===== src/rtl/hazard_ctrl_pkg.sv =====
// Shared constants and FSM encoding for the pipeline hazard controller.
package hazard_ctrl_pkg;

    // X31 reads as zero and discards writes, so it never creates a dependency.
    localparam int unsigned REG_XZR = 31;

    typedef enum logic [0:0] {
        HZ_RUN     = 1'b0,
        HZ_BR_WAIT = 1'b1
    } hz_state_e;

endpackage


===== src/rtl/hazard_scoreboard.sv =====
// Three-stage {valid, rd} destination scoreboard (EX, MEM, WB) with match
// outputs for the two decode source registers.
module hazard_scoreboard
    import hazard_ctrl_pkg::*;
#(
    parameter int REG_W = 5
) (
    input  logic             clk,
    input  logic             reset,
    input  logic             i_push_valid,
    input  logic [REG_W-1:0] i_push_rd,
    input  logic [REG_W-1:0] i_rn,
    input  logic             i_uses_rn,
    input  logic [REG_W-1:0] i_rm,
    input  logic             i_uses_rm,
    output logic             o_match_rn,
    output logic             o_match_rm
);

    logic             r_valid_ex;
    logic             r_valid_mem;
    logic             r_valid_wb;
    logic [REG_W-1:0] r_rd_ex;
    logic [REG_W-1:0] r_rd_mem;
    logic [REG_W-1:0] r_rd_wb;

    // WB stays in the compare set: the register file cannot return a value written this cycle.
    function automatic logic src_match(
        input logic [REG_W-1:0] src,
        input logic             uses,
        input logic             v_ex,
        input logic [REG_W-1:0] rd_ex,
        input logic             v_mem,
        input logic [REG_W-1:0] rd_mem,
        input logic             v_wb,
        input logic [REG_W-1:0] rd_wb
    );
        logic hit;
        hit = (v_ex && (rd_ex == src)) || (v_mem && (rd_mem == src)) ||
              (v_wb && (rd_wb == src));
        return uses && (src != REG_W'(REG_XZR)) && hit;
    endfunction

    // Shift the in-flight destinations one stage per cycle.
    always_ff @(posedge clk) begin
        if (reset) begin
            r_valid_ex  <= 1'b0;
            r_valid_mem <= 1'b0;
            r_valid_wb  <= 1'b0;
            r_rd_ex     <= {REG_W{1'b0}};
            r_rd_mem    <= {REG_W{1'b0}};
            r_rd_wb     <= {REG_W{1'b0}};
        end else begin
            r_valid_ex  <= i_push_valid;
            r_valid_mem <= r_valid_ex;
            r_valid_wb  <= r_valid_mem;
            r_rd_ex     <= i_push_rd;
            r_rd_mem    <= r_rd_ex;
            r_rd_wb     <= r_rd_mem;
        end
    end

    // Compare both decode sources against every live entry.
    always_comb begin
        o_match_rn = src_match(i_rn, i_uses_rn, r_valid_ex, r_rd_ex,
                               r_valid_mem, r_rd_mem, r_valid_wb, r_rd_wb);
        o_match_rm = src_match(i_rm, i_uses_rm, r_valid_ex, r_rd_ex,
                               r_valid_mem, r_rd_mem, r_valid_wb, r_rd_wb);
    end

endmodule


===== src/rtl/hazard_ctrl.sv =====
// Hazard controller for the five-stage pipeline: RAW stalls via the scoreboard,
// branch freeze/flush FSM and saturating performance counters.
module hazard_ctrl
    import hazard_ctrl_pkg::*;
#(
    parameter int REG_W = 5,
    parameter int CNT_W = 16
) (
    input  logic             clk,
    input  logic             reset,
    input  logic             id_valid,
    input  logic [REG_W-1:0] id_rn,
    input  logic [REG_W-1:0] id_rm,
    input  logic             id_uses_rn,
    input  logic             id_uses_rm,
    input  logic             id_reg_write,
    input  logic [REG_W-1:0] id_write_register,
    input  logic             id_branch,
    input  logic             pc_src,
    output logic             pc_write,
    output logic             ifid_write,
    output logic             idex_bubble,
    output logic             flush_id,
    output logic [CNT_W-1:0] stall_cnt,
    output logic [CNT_W-1:0] flush_cnt,
    output logic             proto_err
);

    localparam logic [CNT_W-1:0] CNT_ONE = {{(CNT_W-1){1'b0}}, 1'b1};
    localparam logic [CNT_W-1:0] CNT_MAX = {CNT_W{1'b1}};

    hz_state_e        r_state;
    hz_state_e        w_next_state;
    hz_state_e        w_run_next;
    logic             r_br_cnt;
    logic             w_next_br_cnt;
    logic             w_match_rn;
    logic             w_match_rm;
    logic             w_hazard;
    logic             w_push_valid;
    logic             w_flush_evt;
    logic             w_proto_evt;
    logic             r_proto_err;
    logic [CNT_W-1:0] r_stall_cnt;
    logic [CNT_W-1:0] r_flush_cnt;

    hazard_scoreboard #(.REG_W(REG_W)) u_scoreboard (
        .clk          (clk),
        .reset        (reset),
        .i_push_valid (w_push_valid),
        .i_push_rd    (id_write_register),
        .i_rn         (id_rn),
        .i_uses_rn    (id_uses_rn),
        .i_rm         (id_rm),
        .i_uses_rm    (id_uses_rm),
        .o_match_rn   (w_match_rn),
        .o_match_rm   (w_match_rm)
    );

    // Normal-flow decisions shared by RUN and the not-taken resolve cycle.
    always_comb begin
        w_hazard     = id_valid && (w_match_rn || w_match_rm);
        w_run_next   = (!w_hazard && id_valid && id_branch) ? HZ_BR_WAIT : HZ_RUN;
        w_push_valid = id_valid && id_reg_write && !idex_bubble &&
                       (id_write_register != REG_W'(REG_XZR));
    end

    // Next-state and pipeline control outputs.
    always_comb begin
        pc_write      = 1'b1;
        ifid_write    = 1'b1;
        idex_bubble   = 1'b0;
        flush_id      = 1'b0;
        w_next_state  = r_state;
        w_next_br_cnt = r_br_cnt;
        w_flush_evt   = 1'b0;
        w_proto_evt   = 1'b0;
        if (reset) begin
            pc_write      = 1'b0;
            ifid_write    = 1'b0;
            idex_bubble   = 1'b1;
            flush_id      = 1'b1;
            w_next_state  = HZ_RUN;
            w_next_br_cnt = 1'b0;
        end else begin
            case (r_state)
                HZ_RUN: begin
                    pc_write      = !w_hazard;
                    ifid_write    = !w_hazard;
                    idex_bubble   = w_hazard;
                    w_next_state  = w_run_next;
                    w_next_br_cnt = (w_run_next == HZ_BR_WAIT);
                    w_proto_evt   = pc_src;
                end
                HZ_BR_WAIT: begin
                    if (r_br_cnt) begin
                        // Branch still in EX: freeze fetch and decode.
                        pc_write      = 1'b0;
                        ifid_write    = 1'b0;
                        idex_bubble   = 1'b1;
                        w_next_br_cnt = 1'b0;
                        w_proto_evt   = pc_src;
                    end else if (pc_src) begin
                        pc_write     = 1'b1;
                        ifid_write   = 1'b0;
                        idex_bubble  = 1'b1;
                        flush_id     = 1'b1;
                        w_flush_evt  = 1'b1;
                        w_next_state = HZ_RUN;
                    end else begin
                        pc_write      = !w_hazard;
                        ifid_write    = !w_hazard;
                        idex_bubble   = w_hazard;
                        w_next_state  = w_run_next;
                        w_next_br_cnt = (w_run_next == HZ_BR_WAIT);
                    end
                end
                default: begin
                    w_next_state  = HZ_RUN;
                    w_next_br_cnt = 1'b0;
                end
            endcase
        end
    end

    // FSM state register.
    always_ff @(posedge clk) begin
        if (reset) begin
            r_state  <= HZ_RUN;
            r_br_cnt <= 1'b0;
        end else begin
            r_state  <= w_next_state;
            r_br_cnt <= w_next_br_cnt;
        end
    end

    // Saturating performance counters and the sticky protocol error.
    always_ff @(posedge clk) begin
        if (reset) begin
            r_stall_cnt <= {CNT_W{1'b0}};
            r_flush_cnt <= {CNT_W{1'b0}};
            r_proto_err <= 1'b0;
        end else begin
            if (idex_bubble && (r_stall_cnt != CNT_MAX)) begin
                r_stall_cnt <= r_stall_cnt + CNT_ONE;
            end
            if (w_flush_evt && (r_flush_cnt != CNT_MAX)) begin
                r_flush_cnt <= r_flush_cnt + CNT_ONE;
            end
            if (w_proto_evt) begin
                r_proto_err <= 1'b1;
            end
        end
    end

    // Counters read as zero for the whole reset window, including the first cycle.
    always_comb begin
        stall_cnt = reset ? {CNT_W{1'b0}} : r_stall_cnt;
        flush_cnt = reset ? {CNT_W{1'b0}} : r_flush_cnt;
        proto_err = reset ? 1'b0 : r_proto_err;
    end

endmodule


===== config.mk =====
export PLATFORM = sky130hd
export DESIGN_NAME = hazard_ctrl
export DESIGN_NICKNAME = d
export VERILOG_FILES = /design/src/rtl/hazard_ctrl_pkg.sv /design/src/rtl/hazard_scoreboard.sv /design/src/rtl/hazard_ctrl.sv
export SDC_FILE = /design/constraint.sdc
export NUM_CORES = 1
export LEC_CHECK = 0
export CELL_PAD_IN_SITES_DETAIL_PLACEMENT = 1
export CELL_PAD_IN_SITES_GLOBAL_PLACEMENT = 1
export CORE_AREA = 5 5 90 92
export CTS_BUF_LIST = sky130_fd_sc_hd__clkbuf_2 sky130_fd_sc_hd__clkbuf_4 sky130_fd_sc_hd__clkbuf_8
export DETAILED_ROUTE_END_ITERATION = 16
export DIE_AREA = 0 0 95 97
export GPL_TIMING_DRIVEN = 0
export HOLD_SLACK_MARGIN = 0.1
export PLACE_DENSITY = 0.9
export SLEW_MARGIN = 20
export SYNTH_ARGS = -nofsm -noshare
export SYNTH_HDL_FRONTEND = slang
export SYNTH_SLANG_ARGS = --single-unit

===== constraint.sdc =====
create_clock -name clk -period 2.6 [get_ports clk]
set_input_delay 0.52 -clock clk [delete_from_list [all_inputs] [get_ports clk]]
set_output_delay 0.52 -clock clk [all_outputs]
set_load 0.005 [all_outputs]

## Word-level counts from Yosys, hierarchy flattened

Cells that the tools add are included.

| word-level totals | value |
|---|---|
| RAM bits | 0 |
| bits of input ports | 23 |
| memories | 0 |
| bits in latches | 0 |
| memory bits (read-only) | 0 |
| output and inout bits | 37 |
| flip-flop bits (word level) | 53 |

| operators by class | value |
|---|---|
| eq/ne operators | 11 |
| $lt $le $gt $ge | 0 |
| shift operators | 0 |
| bitwise logic cells | 1 |
| reductions and logical operators | 25 |
| multiply operators | 0 |
| divide/modulo/power cells | 0 |
| muxes and demuxes | 29 |
| add/sub/neg operators | 2 |

Operators with widths:

| cell | count |
|---|---|
| $add 16x1->16 const B | 2 |
| $mux 16 | 2 |
| $ne 16x16->1 const B | 2 |
| $eq 5x5->1 | 6 |
| $mux 1 | 21 |
| $logic_and 1x1->1 | 18 |
| $ne 5x5->1 const B | 3 |
| $pmux 1 s2 | 6 |
| $logic_or 1x1->1 | 5 |
| $logic_not 1->1 | 2 |
| $not 1->1 | 1 |

## Logic depth before layout (Yosys ltp)

| depth | value |
|---|---|
| word-level depth | 14 |
| depth in mapped cells | 9 |

## Hierarchy

A second synthesis with hierarchy kept.

| second synthesis, totals | value |
|---|---|
| cell total of the unflattened synthesis | 318 |
| area, all modules | 2822.7 um2 |

Modules (own cells, without submodules):

| module | sequential area each (um2) | area an instance (um2) | cells each | times used |
|---|---|---|---|---|
| hazard_ctrl | 700.7 | 1975.6 | 231 | 1 |
| hazard_scoreboard | 360.3 | 847.1 | 87 | 1 |

## Worst setup path after synthesis

No wires, ideal clock.

| timing | value |
|---|---|
| kind | input port to flip-flop |
| start point | input id_rm[2] |
| end point | register r_stall_cnt[10] |
| slack | 0.303 ns |
| stages on the path | 9 |
| path buffers | 1 |
| setup time | 0.121 ns |
| required time | 2.479 ns |
| data arrival time | 2.176 ns |
| path through | xor2_1 nor4_1 nand3_1 a31oi_2 o21ai_2 a21o_2 buf_2 nor2_1 mux2_2 |

| on the way | value |
|---|---|
| longest elaborated chain between the ends | 12 |
| elaborated cells on any way between the ends | 18 |

RTL lines:

| item | line | text |
|---|---|---|
| from (decl) | hazard_ctrl.sv:13 | `input logic [REG_W-1:0] id_rm,` |
| $eq 5x5->1 | hazard_scoreboard.sv:39 | `hit = (v_ex && (rd_ex == src)) \|\| (v_mem && (rd_mem == src)) \|\|` |
| $logic_and 1x1->1 | hazard_scoreboard.sv:39 |  |
| $logic_or 1x1->1 (2 in series) | hazard_scoreboard.sv:39 |  |
| $logic_and 1x1->1 * | hazard_scoreboard.sv:41 | `return uses && (src != REG_W'(REG_XZR)) && hit;` |
| $logic_or 1x1->1 * | hazard_ctrl.sv:62 | `w_hazard = id_valid && (w_match_rn \|\| w_match_rm);` |
| $logic_and 1x1->1 * | hazard_ctrl.sv:62 |  |
| $mux 1 | hazard_ctrl.sv:103 | `end else if (pc_src) begin` |
| $mux 1 | hazard_ctrl.sv:96 | `if (r_br_cnt) begin` |
| $pmux 1 s2 * | hazard_ctrl.sv:86 | `case (r_state)` |
| $mux 1 * | hazard_ctrl.sv:78 | `if (reset) begin` |
| $logic_and 1x1->1 * | hazard_ctrl.sv:144 | `if (idex_bubble && (r_stall_cnt != CNT_MAX)) begin` |
| to (signal assigned) | hazard_ctrl.sv:140 | `r_stall_cnt <= {CNT_W{1'b0}};` |
| to (signal assigned) | hazard_ctrl.sv:145 | `r_stall_cnt <= r_stall_cnt + CNT_ONE;` |
| to (decl) | hazard_ctrl.sv:44 | `logic [CNT_W-1:0] r_stall_cnt;` |

Every way passes the cells marked *; elsewhere a longest branch is shown, timed or not.
A chain may end at the register's enable or synchronous reset.

## Final worst setup path

| timing | value |
|---|---|
| start point | register u_scoreboard.r_rd_wb[2] |
| end point | output pc_write |

| on the way | value |
|---|---|
| longest elaborated chain between the ends | 11 |
| elaborated cells on any way between the ends | 15 |

RTL lines:

| item | line | text |
|---|---|---|
| from (decl) | hazard_scoreboard.sv:25 | `logic [REG_W-1:0] r_rd_wb;` |
| from (signal assigned) | hazard_scoreboard.sv:52 | `r_rd_wb <= {REG_W{1'b0}};` |
| from (signal assigned) | hazard_scoreboard.sv:59 | `r_rd_wb <= r_rd_mem;` |
| $eq 5x5->1 | hazard_scoreboard.sv:40 | `(v_wb && (rd_wb == src));` |
| $logic_and 1x1->1 | hazard_scoreboard.sv:40 |  |
| $logic_or 1x1->1 | hazard_scoreboard.sv:39 |  |
| $logic_and 1x1->1 | hazard_scoreboard.sv:41 |  |
| $logic_or 1x1->1 * | hazard_ctrl.sv:62 |  |
| $logic_and 1x1->1 * | hazard_ctrl.sv:62 |  |
| $logic_not 1->1 * | hazard_ctrl.sv:88, hazard_ctrl.sv:111 |  |
| $mux 1 | hazard_ctrl.sv:103 |  |
| $mux 1 | hazard_ctrl.sv:96 |  |
| $pmux 1 s2 * | hazard_ctrl.sv:86 |  |
| $mux 1 * | hazard_ctrl.sv:78 |  |
| to (decl) | hazard_ctrl.sv:20 | `output logic pc_write,` |

Marked as above.

==> load_flow_metrics.sql <==
INSERT INTO impl_metrics (metric_group, metric, value, unit) VALUES
('floorplan', 'io_pins', '60', ''),
('placement', 'gp_routability_congestion', '0.813', ''),
('detailed_routing', 'dr.first_iter.drc_count', '80', ''),
('yosys', 'synth-seq-cells', '53', ''),
('clock_tree', 'cts.sinks', '53', ''),
('clock_tree', 'cts_inserted_buffers', '5', ''),
('worst_setup_path', 'r2r_setup_slack', '0.01', 'ns'),
('clock_tree', 'h-tree-depth', '2', ''),
('global_routing', 'grt_start_max_net_pins', '17', ''),
('worst_setup_path', 'setup.worst_path.class', 'register to output port', ''),
('detailed_routing', 'total_drc_errors_in_the_routed_layout', '0', ''),
('worst_setup_path', 'r2r-end', 'r_stall_cnt[9]', ''),
('status', 'run_status', 'finished, violations left', ''),
('final_layout', 'antennaDiodeCount', '0', ''),
('sta', 'skew', '0.00445', 'ns'),
('yosys', 'synth_cell_area', '0.00273', 'mm²'),
('worst_setup_path', 'critical_path_source', 'u_scoreboard.r_rd_wb[2]', ''),
('yosys', 'synth_seq_area_share', '38.9', '%'),
('final_layout', 'final_layout_size_suffix_gt1_share', '19.4', '%'),
('yosys', 'ys_types', '38', ''),
('detailed_routing', 'wl_per_cell', '16.4', 'µm'),
('min_path', 'min_delay_path_depth', '1', ''),
('floorplan', 'die_height', '97', 'µm'),
('yosys', 'number_of_enable_type_register_cells_in_the_synthesized_netlist', '0', ''),
('placement', 'detailed_place.area', '0.00344', 'mm²'),
('final_layout', 'finalInstanceArea', '0.00367', 'mm²'),
('global_routing', 'track_usage', '17.0', '%'),
('detailed_routing', 'count_of_tritonroute_iterations_in_the_first_routing_pass', '4', ''),
('min_path', 'hold_class', 'register to register', ''),
('sta', 'slew_violations', '0', ''),
('yosys', 'synth_ff_type', 'dfxtp_1', ''),
('placement', 'buffer_ports.inserted', '59', ''),
('final_layout', 'area_growth', '34.6', '%'),
('clock_tree', 'clock_insertion_delay_worst_skew', '0.31', 'ns'),
('floorplan', 'std_cell_rows', '31', ''),
('global_routing', 'first_pass_grt_wire_length', '12500', 'µm'),
('clock_tree', 'clk_pin_slew_worst_paths', '0.10', 'ns'),
('worst_setup_path', 'critical_path_required', '2.08', 'ns'),
('placement', 'hpwlAfterDp', '5720', 'µm'),
('pwr', 'totalPowerFinal', '1.63', 'mW'),
('worst_setup_path', 'worst_path_arrival', '2.11', 'ns'),
('worst_setup_path', 'worstSetupEndpoint', 'pc_write', ''),
('sta', 'grt_setup_unrepaired', 'yes', ''),
('worst_setup_path', 'cp-start-kind', 'register', ''),
('sta', 'max_slew.worst_pin.slew', '0.472', 'ns'),
('detailed_routing', 'detailroute.via_count', '2402', ''),
('sta', 'maxClockFrequency', '380', 'MHz'),
('floorplan', 'initial_utilization', '38.2', '%'),
('global_routing', 'via_count_of_the_first_global_routing_pass', '2484', ''),
('sta', 'period_share', '101', '%'),
('worst_setup_path', 'worst_r2r_path_cells', '10', ''),
('sta', 'setup_tns', '-0.0281', 'ns'),
('pwr', 'leakagePower', '1.44', 'nW'),
('final_layout', 'fin_nets', '410', ''),
('clock_tree', 'clock_root_buffer_master', 'clkbuf_8', ''),
('placement', 'dpl.cell_count', '473', ''),
('pwr', 'power.density_cell_area', '444', 'mW/mm²'),
('yosys', 'syn_inst', '315', ''),
('clock_tree', 'max-clock-path-buffers', '2', ''),
('sta', 'maxSlewHeadroom', '68.3', '%'),
('detailed_routing', 'detail_route.vias_per_cell', '4.95', ''),
('yosys', 'synth_fp_nets', '340', ''),
('clock_tree', 'tritoncts', 'done', ''),
('floorplan', 'die_area', '0.00922', 'mm²'),
('status', 'violations', 'setup timing', ''),
('global_routing', 'antenna_violations_before_repair', '0', ''),
('detailed_routing', 'antenna_violating_nets_post_route', '0', ''),
('sta', 'finalWorstPathRequiredPeriod', '2.63', 'ns'),
('floorplan', 'die_width', '95', 'µm'),
('sta', 'report.final.setup_viol', '1', ''),
('worst_setup_path', 'worst-path-max-fanout', '2', ''),
('pwr', 'maximum_resistive_drop_on_vdd', '0.204', 'mV'),
('detailed_routing', 'route.final.wire_length', '7930', 'µm'),
('floorplan', 'core_area', '0.00714', 'mm²'),
('sta', 'timing.final.ws_setup', '-0.0281', 'ns'),
('sta', 'timing.final.hold_violations', '0', ''),
('worst_setup_path', 'worstReg2RegStart', 'u_scoreboard.r_rd_wb[2]', ''),
('yosys', 'synth-warning-count', '0', ''),
('worst_setup_path', 'crit_path_end_kind', 'output port', ''),
('yosys', 'async_reset_ff_share', '0', '%'),
('final_layout', 'number_of_standard_cells_in_the_layout_taps_in_and_fillers_out', '485', ''),
('flow_run', 'max_cap_violations', '0', ''),
('global_routing', 'grt-ovfl-total', '0', ''),
('yosys', 'post_synth.cell_area_avg', '8.66', 'µm²');
-- how the worst min path moves through the flow --
| stage | start | to |
|---|---|---|
| floorplan | r_proto_err | r_proto_err |
| global placement | r_proto_err | r_proto_err |
| detailed placement | r_proto_err | r_proto_err |
| CTS | u_scoreboard.r_valid_mem | u_scoreboard.r_valid_wb |
| global route | u_scoreboard.r_rd_ex[1] | u_scoreboard.r_rd_mem[1] |
| finish | u_scoreboard.r_valid_mem | u_scoreboard.r_valid_wb |
-- routing by layer --
layer | up-vias | GRT usage (%) | share of wire, %
li1 | 1189 | - | -
met5 | - | 0 | 0
met3 | 12 | 3.10 | 3.1
met1 | 1153 | 21.0 | 44
met4 | 0 | 4.11 | 1.8
met2 | 48 | 29.9 | 51
-- through the flow --
stage / hold WS (ns) / utilization [%] / setup slack (ns)
floorplan: 0.429 / - / 0.303
global placement: 0.451 / 48.2 / -1.02
detailed placement: 0.484 / 48.2 / -1.03
CTS: 0.503 / 50.8 / -0.0103
global route: 0.517 / 51.4 / -0.109
finish: 0.502 / 51.4 / -0.0281
-- report_power, final --
group / internal [mW] / switching [mW] / total (mW)
sequential: 0.830 / 0.0202 / 0.851
combinational: 0.0858 / 0.0987 / 0.185
clock: 0.313 / 0.280 / 0.593
total: 1.23 / 0.399 / 1.63
-- logic make-up (layout without fill, tap and decap cells) --
group / Yosys count / count (layout) / share of synthesized area, %
simple gates: 164 / 164 / 31.2
flops: 53 / 53 / 38.9
xor+xnor: 42 / 42 / 13.5
compound gates: 22 / 22 / 6.61
buf+inv: 17 / 88 / 2.39
mux: 15 / 15 / 6.47
fa+ha+maj: 2 / 2 / 0.918
-- layout make-up --
| class | count | area [µm²] |
|---|---|---|
| Buffer | 10 | 82.6 |
| Clock buffer | 6 | 82.6 |
| Clock inverter | 2 | 37.5 |
| Fill cell | 871 | 3470 |
| Inverter | 7 | 26.3 |
| Multi-Input combinational cell | 245 | 1690 |
| Sequential cell | 53 | 1070 |
| Tap cell | 99 | 124 |
| Timing Repair Buffer | 63 | 557 |
-- registers in the layout (all words and copies together) (netlist names) --
| register | flops |
|---|---|
| r_stall_cnt | 16 |
| u_scoreboard.r_rd_ex | 5 |
| u_scoreboard.r_valid_mem | 1 |
| r_br_cnt | 1 |
| r_flush_cnt | 16 |
| r_state | 1 |
| u_scoreboard.r_valid_ex | 1 |
| u_scoreboard.r_rd_wb | 5 |
| r_proto_err | 1 |
| u_scoreboard.r_valid_wb | 1 |
| u_scoreboard.r_rd_mem | 5 |
-- cell usage in the layout, fill, tap and decap left out, types with 8 or more instances in the layout --
master           count
nor2b_1             46
dfxtp_1             46
clkdlybuf4s50_1     44
nor2_1              36
xor2_1              35
nand2_1             20
nand3_1             18
mux2_2               9
buf_2                9
clkbuf_8             8
-- cell usage after synthesis (2+ instances only) --
| library cell | instances | area (µm²) |
|---|---|---|
| dfxtp_1 | 53 | 1060 |
| nor2b_1 | 46 | 288 |
| nor2_1 | 42 | 158 |
| xor2_1 | 35 | 307 |
| nand2_1 | 20 | 75.1 |
| nand3_1 | 18 | 90.1 |
| mux2_2 | 9 | 101 |
| clkbuf_1 | 8 | 30.0 |
| and3_1 | 7 | 43.8 |
| inv_1 | 7 | 26.3 |
| nand4_1 | 7 | 43.8 |
| o21ai_0 | 7 | 35.0 |
| xnor2_1 | 7 | 61.3 |
| a21oi_1 | 6 | 30.0 |
| nor4_1 | 6 | 37.5 |
| nor3_1 | 5 | 25.0 |
| nand2b_1 | 4 | 25.0 |
| mux2_4 | 3 | 45.0 |
| mux2i_1 | 3 | 30.0 |
| or4_1 | 3 | 22.5 |
| ha_1 | 2 | 25.0 |
-- critical path: stages, from the launching register on --
cell and delay, ns:
dfxtp_2 0.34, xor2_1 0.16, nor4_2 0.33, nand3_1 0.13, a31oi_2 0.25, buf_4 0.14, o21ai_2 0.07, a21oi_2 0.16
a211oi_2 0.07, buf_2 0.14
-- what timing repair did --
item	in CTS	in global routing
pin swaps	14	13
setup buffers	3	1
hold buffers	0	0
setup endpoints to repair	57	26
resized for setup	71	26
(Power assumes the default switching activity.)
